### src/rtl/ttc_chanb_fill_queue.sv
// ttc_chanb_fill_queue
// Decodes TTC Channel B broadcast commands (Brcst[7:2] qualified by BrcstStr)
// and keeps a FIFO of fill types. Fill types arrive as broadcasts before
// their fills. Each trigger pulse takes the oldest queued type, or
// DEFAULT_FILL when the queue is empty. The block also produces the
// counter/timestamp reset pulses and the asynchronous pulse-storage enable,
// and it keeps saturating error counters.
//
// Ports
//   clk, reset_n          : clock, asynchronous active-low reset
//   chan_b_info[5:0]      : broadcast payload Brcst[7:2]
//   chan_b_valid          : payload qualifier (one cycle)
//   evt_count_reset       : event-count reset strobe from the TTC decoder
//   ttc_loopback          : synchronous clear, same effect as reset
//   trig_pulse            : one-cycle trigger, consumes one queued fill type
//   thres_unknown_ttc     : threshold for the unknown-command error flag
//   fill_type/_valid      : fill type of the latest trigger, plus a one-cycle strobe
//   accept_pulse_triggers : asynchronous pulse storage enabled
//   reset_trig_num        : evt_count_reset delayed by one cycle
//   reset_trig_timestamp  : one-cycle counter-reset pulse
//   fifo_count            : number of queued fill types
//   unknown_cmd_count, fill_ovf_count, fill_udf_count : saturating counters
//   error_unknown_ttc     : unknown_cmd_count > thres_unknown_ttc
//   error_fill_queue      : sticky flag, set on queue overflow or underflow
module ttc_chanb_fill_queue #(
  parameter int          FIFO_DEPTH   = 8,
  parameter int          CNT_WIDTH    = 32,
  parameter logic [2:0]  DEFAULT_FILL = 3'b001
) (
  input  logic                          clk,
  input  logic                          reset_n,
  input  logic [5:0]                    chan_b_info,
  input  logic                          chan_b_valid,
  input  logic                          evt_count_reset,
  input  logic                          ttc_loopback,
  input  logic                          trig_pulse,
  input  logic [CNT_WIDTH-1:0]          thres_unknown_ttc,
  output logic [2:0]                    fill_type,
  output logic                          fill_type_valid,
  output logic                          accept_pulse_triggers,
  output logic                          reset_trig_num,
  output logic                          reset_trig_timestamp,
  output logic [$clog2(FIFO_DEPTH):0]   fifo_count,
  output logic [CNT_WIDTH-1:0]          unknown_cmd_count,
  output logic [CNT_WIDTH-1:0]          fill_ovf_count,
  output logic [CNT_WIDTH-1:0]          fill_udf_count,
  output logic                          error_unknown_ttc,
  output logic                          error_fill_queue
);

  localparam int PTR_W = $clog2(FIFO_DEPTH);
  localparam int CNT_W = PTR_W + 1;

  // ---------------------------------------------------------------------
  // Command decode, in priority order
  // ---------------------------------------------------------------------
  logic       cmd_ctr_rst;
  logic       cmd_push;
  logic       cmd_accept;
  logic       cmd_unknown;
  logic [2:0] push_val;

  // Bits 0 and 2 of the payload carry no meaning for this block.
  logic unused_info_bits;
  assign unused_info_bits = chan_b_info[2] ^ chan_b_info[0];

  always_comb begin
    cmd_ctr_rst = 1'b0;
    cmd_push    = 1'b0;
    cmd_accept  = 1'b0;
    cmd_unknown = 1'b0;
    // A zero type code marks an asynchronous fill (3'b111).
    push_val    = (chan_b_info[4:3] == 2'b00) ? 3'b111 : {1'b0, chan_b_info[4:3]};
    if (chan_b_valid) begin
      if (chan_b_info[5:3] == 3'b001 && chan_b_info[1])
        cmd_ctr_rst = 1'b1;
      else if (!chan_b_info[1] && chan_b_info[5])
        cmd_push = 1'b1;
      else if (chan_b_info[1] && chan_b_info[5:4] == 2'b10)
        cmd_accept = 1'b1;
      else if (!evt_count_reset)
        cmd_unknown = 1'b1;
    end
  end

  // ---------------------------------------------------------------------
  // Queue control
  // ---------------------------------------------------------------------
  logic [2:0]       mem [FIFO_DEPTH];
  logic [PTR_W-1:0] wr_ptr_reg, wr_ptr_next;
  logic [PTR_W-1:0] rd_ptr_reg, rd_ptr_next;
  logic [CNT_W-1:0] count_reg, count_next;
  logic             q_full, q_empty;
  logic             pop_ok, pop_udf, push_ok, push_ovf;

  assign q_full  = (count_reg == CNT_W'(FIFO_DEPTH));
  assign q_empty = (count_reg == '0);
  assign pop_ok  = trig_pulse && !q_empty;
  assign pop_udf = trig_pulse && q_empty;
  // A pop in the same cycle frees the slot, so a push into a full queue
  // succeeds.
  assign push_ok  = cmd_push && (!q_full || pop_ok);
  assign push_ovf = cmd_push && q_full && !pop_ok;

  always_comb begin
    wr_ptr_next = wr_ptr_reg;
    rd_ptr_next = rd_ptr_reg;
    count_next  = count_reg;
    if (cmd_ctr_rst) begin
      // A flush and a push are separate commands, so they never meet in one
      // cycle. A same-cycle pop was already served from the old head.
      wr_ptr_next = '0;
      rd_ptr_next = '0;
      count_next  = '0;
    end else begin
      wr_ptr_next = wr_ptr_reg + PTR_W'(push_ok);
      rd_ptr_next = rd_ptr_reg + PTR_W'(pop_ok);
      count_next  = count_reg + CNT_W'(push_ok) - CNT_W'(pop_ok);
    end
  end

  // Storage has no reset, so it can map onto plain RAM.
  always_ff @(posedge clk) begin
    if (push_ok && !ttc_loopback)
      mem[wr_ptr_reg] <= push_val;
  end

  always_ff @(posedge clk or negedge reset_n) begin
    if (!reset_n) begin
      wr_ptr_reg            <= '0;
      rd_ptr_reg            <= '0;
      count_reg             <= '0;
      fill_type             <= DEFAULT_FILL;
      fill_type_valid       <= 1'b0;
      accept_pulse_triggers <= 1'b0;
      reset_trig_num        <= 1'b0;
      reset_trig_timestamp  <= 1'b0;
      error_fill_queue      <= 1'b0;
    end else if (ttc_loopback) begin
      wr_ptr_reg            <= '0;
      rd_ptr_reg            <= '0;
      count_reg             <= '0;
      fill_type             <= DEFAULT_FILL;
      fill_type_valid       <= 1'b0;
      accept_pulse_triggers <= 1'b0;
      reset_trig_num        <= 1'b0;
      reset_trig_timestamp  <= 1'b0;
      error_fill_queue      <= 1'b0;
    end else begin
      wr_ptr_reg           <= wr_ptr_next;
      rd_ptr_reg           <= rd_ptr_next;
      count_reg            <= count_next;
      fill_type_valid      <= trig_pulse;
      reset_trig_num       <= evt_count_reset;
      reset_trig_timestamp <= cmd_ctr_rst;
      if (pop_ok)
        fill_type <= mem[rd_ptr_reg];
      else if (pop_udf)
        fill_type <= DEFAULT_FILL;
      if (cmd_accept)
        accept_pulse_triggers <= ~chan_b_info[3];
      if (push_ovf || pop_udf)
        error_fill_queue <= 1'b1;
    end
  end

  assign fifo_count = count_reg;

  // ---------------------------------------------------------------------
  // Saturating status counters: 0 unknown, 1 overflow, 2 underflow
  // ---------------------------------------------------------------------
  logic [2:0]           cnt_inc;
  logic [CNT_WIDTH-1:0] cnt_reg [3];

  assign cnt_inc = {pop_udf, push_ovf, cmd_unknown};

  genvar gi;
  generate
    for (gi = 0; gi < 3; gi++) begin : g_cnt
      always_ff @(posedge clk or negedge reset_n) begin
        if (!reset_n)
          cnt_reg[gi] <= '0;
        else if (ttc_loopback)
          cnt_reg[gi] <= '0;
        else if (cnt_inc[gi] && cnt_reg[gi] != {CNT_WIDTH{1'b1}})
          cnt_reg[gi] <= cnt_reg[gi] + 1'b1;
      end
    end
  endgenerate

  assign unknown_cmd_count = cnt_reg[0];
  assign fill_ovf_count    = cnt_reg[1];
  assign fill_udf_count    = cnt_reg[2];
  assign error_unknown_ttc = (cnt_reg[0] > thres_unknown_ttc);

endmodule
### config.mk
export PLATFORM = sky130hd
export DESIGN_NAME = ttc_chanb_fill_queue
export DESIGN_NICKNAME = d
export VERILOG_FILES = /design/src/rtl/ttc_chanb_fill_queue.sv
export SDC_FILE = /design/constraint.sdc
export NUM_CORES = 1
export LEC_CHECK = 0
export ABC_AREA = 1
export CAP_MARGIN = 20
export CORE_MARGIN = 1.5
export CORE_UTILIZATION = 45
export CTS_BUF_LIST = sky130_fd_sc_hd__clkbuf_4 sky130_fd_sc_hd__clkbuf_8 sky130_fd_sc_hd__clkbuf_16
export DETAILED_ROUTE_END_ITERATION = 16
export MAX_ROUTING_LAYER = met4
export PLACE_DENSITY = 0.8
export SYNTH_ARGS = -nofsm -noshare
export SYNTH_HDL_FRONTEND = slang
export SYNTH_SLANG_ARGS = --single-unit
### constraint.sdc
create_clock -name clk -period 2.09 [get_ports clk]
set_input_delay 0.418 -clock clk [delete_from_list [all_inputs] [get_ports clk]]
set_output_delay 0.418 -clock clk [all_outputs]
set_load 0.02 [all_outputs]
==> results of run 1 <==
==> power groups by stage <==
stage / clock [mW] / sequential, mW / combinational (mW)
4_1_cts: 3.06 / 2.94 / 1.52
6_report: 3.02 / 2.95 / 1.62
3_5_place_dp: 0 / 2.98 / 1.50
3_3_place_gp: 0 / 2.98 / 1.47
2_1_floorplan: 0 / 3.04 / 0.765
5_1_grt: 3.18 / 2.96 / 1.78
==> area by class of cell <==
cell class                      count  area (um^2)
Fill cell                        1675         7060
Multi-Input combinational cell    976         5180
Sequential cell                   138         3580
Timing Repair Buffer              248         2340
Inverter                          151          574
Clock buffer                       17          425
Tap cell                          265          332
Clock inverter                     15          156
==> kinds of logic (layout without fill, tap and decap cells) <==
kind of cell               after synthesis  count (layout)  share of synthesized area [%]
AOI/OAI and AO/OA                      114             114                           7.28
xor gates and xnor gates                38              38                           3.65
adders and majority gates               45              45                           6.25
buffers and inverters                  179             431                           8.08
DFF                                    138             138                           39.2
and+or+nand+nor                        779             779                           35.6
==> worst register-to-register path, stage by stage (launching register included) <==
cell,delay [ns]
dfrtp_1,0.38
inv_1,0.05
ha_1,0.19
nand2_2,0.11
nand2_4,0.07
nand2_2,0.08
nand2_2,0.05
xor2_1,0.17
ha_2,0.20
fa_2,0.51
inv_1,0.04
nor2_1,0.08
==> through the flow <==
stage / TNS [ns] / hold slack [ns] / setup WS (ns) / utilization (%) / cell area [um^2]
final: -0.360 / 0.422 / -0.360 / 64.1 / 12600
after global placement: -5.68 / 0.326 / -0.966 / 58.8 / 11600
after CTS: -0.411 / 0.422 / -0.411 / 62.4 / 12300
after detailed placement: -7.20 / 0.328 / -0.972 / 58.8 / 11600
after floorplan: 0 / 0.122 / 0.00864 / - / 9120
after global routing: -0.438 / 0.458 / -0.428 / 64.1 / 12600
==> synth_stat cells (2+ instances only) <==
| library cell | instances | area, um^2 |
|---|---|---|
| nand2_1 | 403 | 1510 |
| nor2_1 | 219 | 822 |
| inv_1 | 145 | 544 |
| dfrtp_1 | 113 | 2830 |
| nand3_1 | 81 | 405 |
| o21ai_0 | 47 | 235 |
| ha_1 | 44 | 551 |
| nand4_1 | 35 | 219 |
| edfxtp_1 | 24 | 721 |
| a21oi_1 | 22 | 110 |
| xnor2_1 | 20 | 175 |
| nor3_1 | 19 | 95.1 |
| xor2_1 | 18 | 158 |
| o31ai_1 | 12 | 90.1 |
| o21ai_1 | 11 | 55.1 |
| o21ai_2 | 9 | 78.8 |
| buf_1 | 8 | 30.0 |
| buf_2 | 6 | 30.0 |
| nand2_2 | 6 | 37.5 |
| buf_6 | 5 | 56.3 |
| clkbuf_1 | 5 | 18.8 |
| inv_2 | 5 | 18.8 |
| nand2_4 | 5 | 56.3 |
| nor2_4 | 5 | 56.3 |
| a21o_1 | 4 | 30.0 |
| buf_4 | 4 | 30.0 |
| nor2_2 | 3 | 18.8 |
| o21a_1 | 3 | 22.5 |
| o22ai_1 | 3 | 18.8 |
| nor3b_1 | 2 | 15.0 |
==> final timing paths <==
check	from	endpoint	depth (start not counted)
max	thres_unknown_ttc[14]	error_unknown_ttc	10
min	reset_n	unknown_cmd_count[7]	2
max reg2reg	fifo_count[3]	fifo_count[1]	11
min reg2reg	fill_type[2]	fill_type[2]	2
max in group asynchronous	reset_n	fill_type[0]	3
min in group clk	fill_type[2]	fill_type[2]	2
==> repair_timing <==
item	CTS	global route
resized for setup	40	60
pin swaps	19	32
endpoints found under the hold margin	19	0
setup endpoints to repair	5	47
hold buffers	1	0
setup buffers	0	7
==> metal layers <==
metal / track usage, % / share of wire (%) / vias to the layer above
li1: - / - / 4623
met3: 3.57 / 5.7 / 51
met4: 10.6 / 2.6 / 0
met5: - / 0 / -
met1: 32.4 / 43 / 4327
met2: 42.8 / 48 / 337
==> impl_results.md, run 1 <==
* Post-synth EDFFs at 24
* Unrepaired setup endpoints after global routing: yes
* Core area at 19700 um^2
* HPWL after DPL at 20300 um
* Setup ws final at -0.360 ns
* Vias at 9338
* P_leak at 5.49 nW
* Final Power at 7.60 mW
* Initial Utilization at 46.4%
* Grt ovf at 0
* Largest net degree at the start of global routing at 76
* Worst-Margin Slew at 0.494 ns
* GPL Wtd Cong at 0.950
* Worst VDD drop at 0.688 mV
* Nets at 1621
* Failing checks: setup timing
* Synthesized net count at 1382
* Clk slew on worst S/H paths at 0.07 ns
* Status: complete, but fails checks
* Vias in the first global route at 8715
* Maxcap violations at 0
* Mapped Area at 9120 um^2
* Synth async-reset ratio at 82.6%
* Die footprint at 21100 um^2
* P_sw at 2.36 mW
* Synth Area per Inst at 7.06 um^2
* Total Wirelength at 27300 um
* R2R Setup Slk at 0.09 ns
* Overall routing resource usage at 26.0%
* Final std cells w/o fill at 1810
* Layout cell share with drive strength beyond 1 at 15.1%
* Most frequent cells in the layout: 388 x nand2_1, 213 x nor2_1, 131 x clkdlybuf4s50_1
* Hold WC Path Type: in -> async
* Ant diodes at 0
* DRC at 0
* Port bufs at 150
* DIE HEIGHT at 145 um
* Clk pwr share at 39.8%
* #FFs+latches synth at 138
* Internal power at 5.24 mW
* Die Wd at 145 um
* CP peak stage delay at 0.47 ns
* Clock Skews at 0.0113 ns
* P&R area growth vs syn at 38.0%
* Most used cell, CP: nor3_4
* Clock Latency Late Sink at 0.43 ns
* Critical path endpoint category: output port
* Dominant synthesized flop cell: dfrtp_1
* Mapped Cells at 1293
* Min cycle time layout at 2.45 ns
* Initial antenna violation count at 0
* Period utilization at 117%
* Netlist cell types at 37
* Peak Freq at 0.408 GHz
* CTS tree: done
* Crit-path cells: clkdlybuf4s50_1 -> inv_1 -> ha_4 -> nand2_4 -> nor3_4 -> buf_4 -> nand3_4 -> nor3_4 -> a21oi_2 -> buf_6
* Power density over cell area at 603 nW/um^2
* Crit path max fanout at 3
* WP data arrival at 2.03 ns
* Seq pwr share at 38.8%
* First-pass GRT wire length at 42900 um
* WS Path Type: in -> out
* CP delay by family, top: buffers and inverters
* Max clock buf depth at 2
* Placed cells at 1770
* Post-synthesis sequential area ratio at 39.2%
* Logic pwr share at 21.4%
* Synth Warn # at 0
* Critical Path RT at 1.67 ns
* Wire per inst at 15.1 um
* Final count of negative-setup-slack endpoints at 1
* Buf/Inv on CP at 4
* DRT Pass-1 Iters at 8
* CTS buffer count at 17
* Site Rows at 51
* Initial drt markers at 644
* Relative slew slack at 67.0%
* Clock root cell: clkbuf_16
* Final Slew Violations at 0
* Commonest non-fill, non-tap cell in the layout: nand2_1
* CP Launch Type: input pin
* Hold Fails Final Rpt at 0
* Routed vias/inst at 5.16
* Clock sinks at 138
* Slowest cell on crit path: clkdlybuf4s50_1
* Top Ports at 153
* Antenna violation net count after detailed routing at 0
* CTS H-tree lvls at 4
* Sw frac at 31.1%
Note: power is estimated with default switching activity, not from simulation.
==> run 2, diff against run 1 <==
--- a/config.mk
+++ b/config.mk
@@ -8,11 +8,12 @@
 export ABC_AREA = 1
 export CAP_MARGIN = 20
 export CORE_MARGIN = 1.5
-export CORE_UTILIZATION = 45
+export CORE_UTILIZATION = 38
 export CTS_BUF_LIST = sky130_fd_sc_hd__clkbuf_4 sky130_fd_sc_hd__clkbuf_8 sky130_fd_sc_hd__clkbuf_16
 export DETAILED_ROUTE_END_ITERATION = 16
+export HOLD_SLACK_MARGIN = 0.02
 export MAX_ROUTING_LAYER = met4
-export PLACE_DENSITY = 0.8
+export PLACE_DENSITY = 0.71
 export SYNTH_ARGS = -nofsm -noshare
 export SYNTH_HDL_FRONTEND = slang
 export SYNTH_SLANG_ARGS = --single-unit
==> run 2 against run 1 <==
  * Cell area is 1.3% lower
  * Sequential share of layout area grew 0.35 points
  * Clock-buffer cell count is the same
  * First-iteration DRC count down 22%
  * The flow still finishes with violations (setup timing)
  * Register-to-register slack is essentially flat
==> impl_results.md, run 2 (synthesized netlist as in run 1, its figures left out) <==
* Port bufs at 150
* DRC at 0
* First-pass GRT wire length at 43800 um
* Clock root cell: clkbuf_16
* Final Slew Violations at 0
* Worst-Margin Slew at 0.532 ns
* Commonest non-fill, non-tap cell in the layout: nand2_1
* Critical Path RT at 1.67 ns
* Antenna violation net count after detailed routing at 0
* Largest net degree at the start of global routing at 47
* Period utilization at 119%
* Most frequent cells in the layout: 394 x nand2_1, 214 x nor2_1, 141 x inv_1, 141 x clkdlybuf4s50_1, 113 x dfrtp_1
* Initial antenna violation count at 0
* Vias in the first global route at 8923
* Critical path endpoint category: output port
* Status: complete, but fails checks
* Slowest cell on crit path: clkdlybuf4s50_1
* CTS H-tree lvls at 4
* Clk slew on worst S/H paths at 0.07 ns
* Routed vias/inst at 4.95
* Total Wirelength at 26900 um
* Die footprint at 24900 um^2
* Crit-path cells: clkdlybuf4s50_1 -> inv_1 -> ha_1 -> nand2_1 -> nor2_2 -> nand4_1 -> nor2_2 -> nand2_2 -> a21oi_2 -> buf_4
* Failing checks: setup timing
* Clock Skews at 0.0121 ns
* Initial drt markers at 504
* Most used cell, CP: nor2_2
* Seq pwr share at 38.2%
* Ant diodes at 0
* Logic pwr share at 21.6%
* Setup TNS at -0.397 ns
* Power density over cell area at 613 nW/um^2
* Internal power at 5.18 mW
* Maxcap violations at 0
* Layout cell share with drive strength beyond 1 at 12.7%
* Clock sinks at 138
* WS Path Type: in -> out
* Setup ws final at -0.397 ns
* Buf/Inv on CP at 3
* P&R area growth vs syn at 36.2%
* Core area at 23500 um^2
* Final Power at 7.61 mW
* HPWL after DPL at 20300 um
* Clock Latency Late Sink at 0.43 ns
* Wire per inst at 14.5 um
* CTS tree: done
* DIE HEIGHT at 158 um
* Final std cells w/o fill at 1855
* Clk pwr share at 40.2%
* Site Rows at 56
* CP peak stage delay at 0.45 ns
* Overall routing resource usage at 22.9%
* CP delay by family, top: buffers and inverters
* Vias at 9178
* Placed cells at 1819
* CTS buffer count at 17
* WP data arrival at 2.07 ns
* Nets at 1612
* Crit path max fanout at 2
* Sw frac at 32.0%
* Relative slew slack at 64.4%
* Post-layout util at 52.8%
* Top Ports at 153
* Hold WC Path Type: in -> async
* P_leak at 5.36 nW
* Final count of negative-setup-slack endpoints at 1
* Unrepaired setup endpoints after global routing: yes
* DRT Pass-1 Iters at 4
* Max clock buf depth at 2
* Grt ovf at 0
* Peak Freq at 0.402 GHz
* Worst VDD drop at 0.692 mV
* Hold_ws at 0.497 ns
* GPL Wtd Cong at 0.966
* Min cycle time layout at 2.49 ns
* CP Launch Type: input pin
* Initial Utilization at 38.8%
* P_sw at 2.44 mW
* Die Wd at 158 um
* Hold Fails Final Rpt at 0
## run 2: cell type report
class / count / area (um^2)
timing repair inverter: 1 / 5.00
fill: 2272 / 11100
timing repair buffer: 238 / 2270
inverter: 151 / 577
multi-input combinational: 976 / 5000
sequential: 138 / 3570
tap: 319 / 399
clock buffer: 17 / 425
clock inverter: 15 / 173
## run 2: path summary, 6_finish.rpt
check	end	cells past startpoint	from	slack, ns
max	error_unknown_ttc	10	thres_unknown_ttc[21]	-0.40
min	fill_ovf_count[29]	2	reset_n	0.50
max reg2reg	fifo_count[2]	11	fifo_count[3]	0.10
min reg2reg	error_fill_queue	2	error_fill_queue	0.51
max in group asynchronous	fill_type[0]	3	reset_n	0.94
min in group clk	error_fill_queue	2	error_fill_queue	0.51
## run 2: per-stage QoR
stage | setup slack, ns | cell area [um^2]
after floorplan | 0.00864 | 9120
after global placement | -0.995 | 11600
after detailed placement | -0.982 | 11600
after CTS | -0.433 | 12300
after global routing | -0.471 | 12400
final | -0.397 | 12400
## run 2: repair_timing
action / CTS / global route
setup endpoints to repair: 2 / 22
endpoints found under the hold margin: 31 / 0
pin swaps: 15 / 15
hold buffers: 1 / 0
gates cloned: 0 / 1
resized for setup: 30 / 27
buffers inserted: 0 / 2
## run 2: routing by layer
layer / part of all wire (%) / global-route usage [%] / vias to the layer above / wire (um)
met2: 48 / 38.1 / 242 / 13000
met5: 0 / - / - / 0
met3: 4.9 / 3.56 / 24 / 1320
met1: 46 / 29.4 / 4316 / 12300
li1: - / - / 4596 / -
met4: 1.2 / 5.56 / 0 / 323
## run 2: power groups by stage
stage / sequential, mW / clock (mW) / combinational [mW]
2_1_floorplan: 3.04 / 0 / 0.765
3_3_place_gp: 2.96 / 0 / 1.51
3_5_place_dp: 2.96 / 0 / 1.55
4_1_cts: 2.91 / 3.12 / 1.58
5_1_grt: 2.92 / 3.26 / 1.82
6_report: 2.91 / 3.06 / 1.65
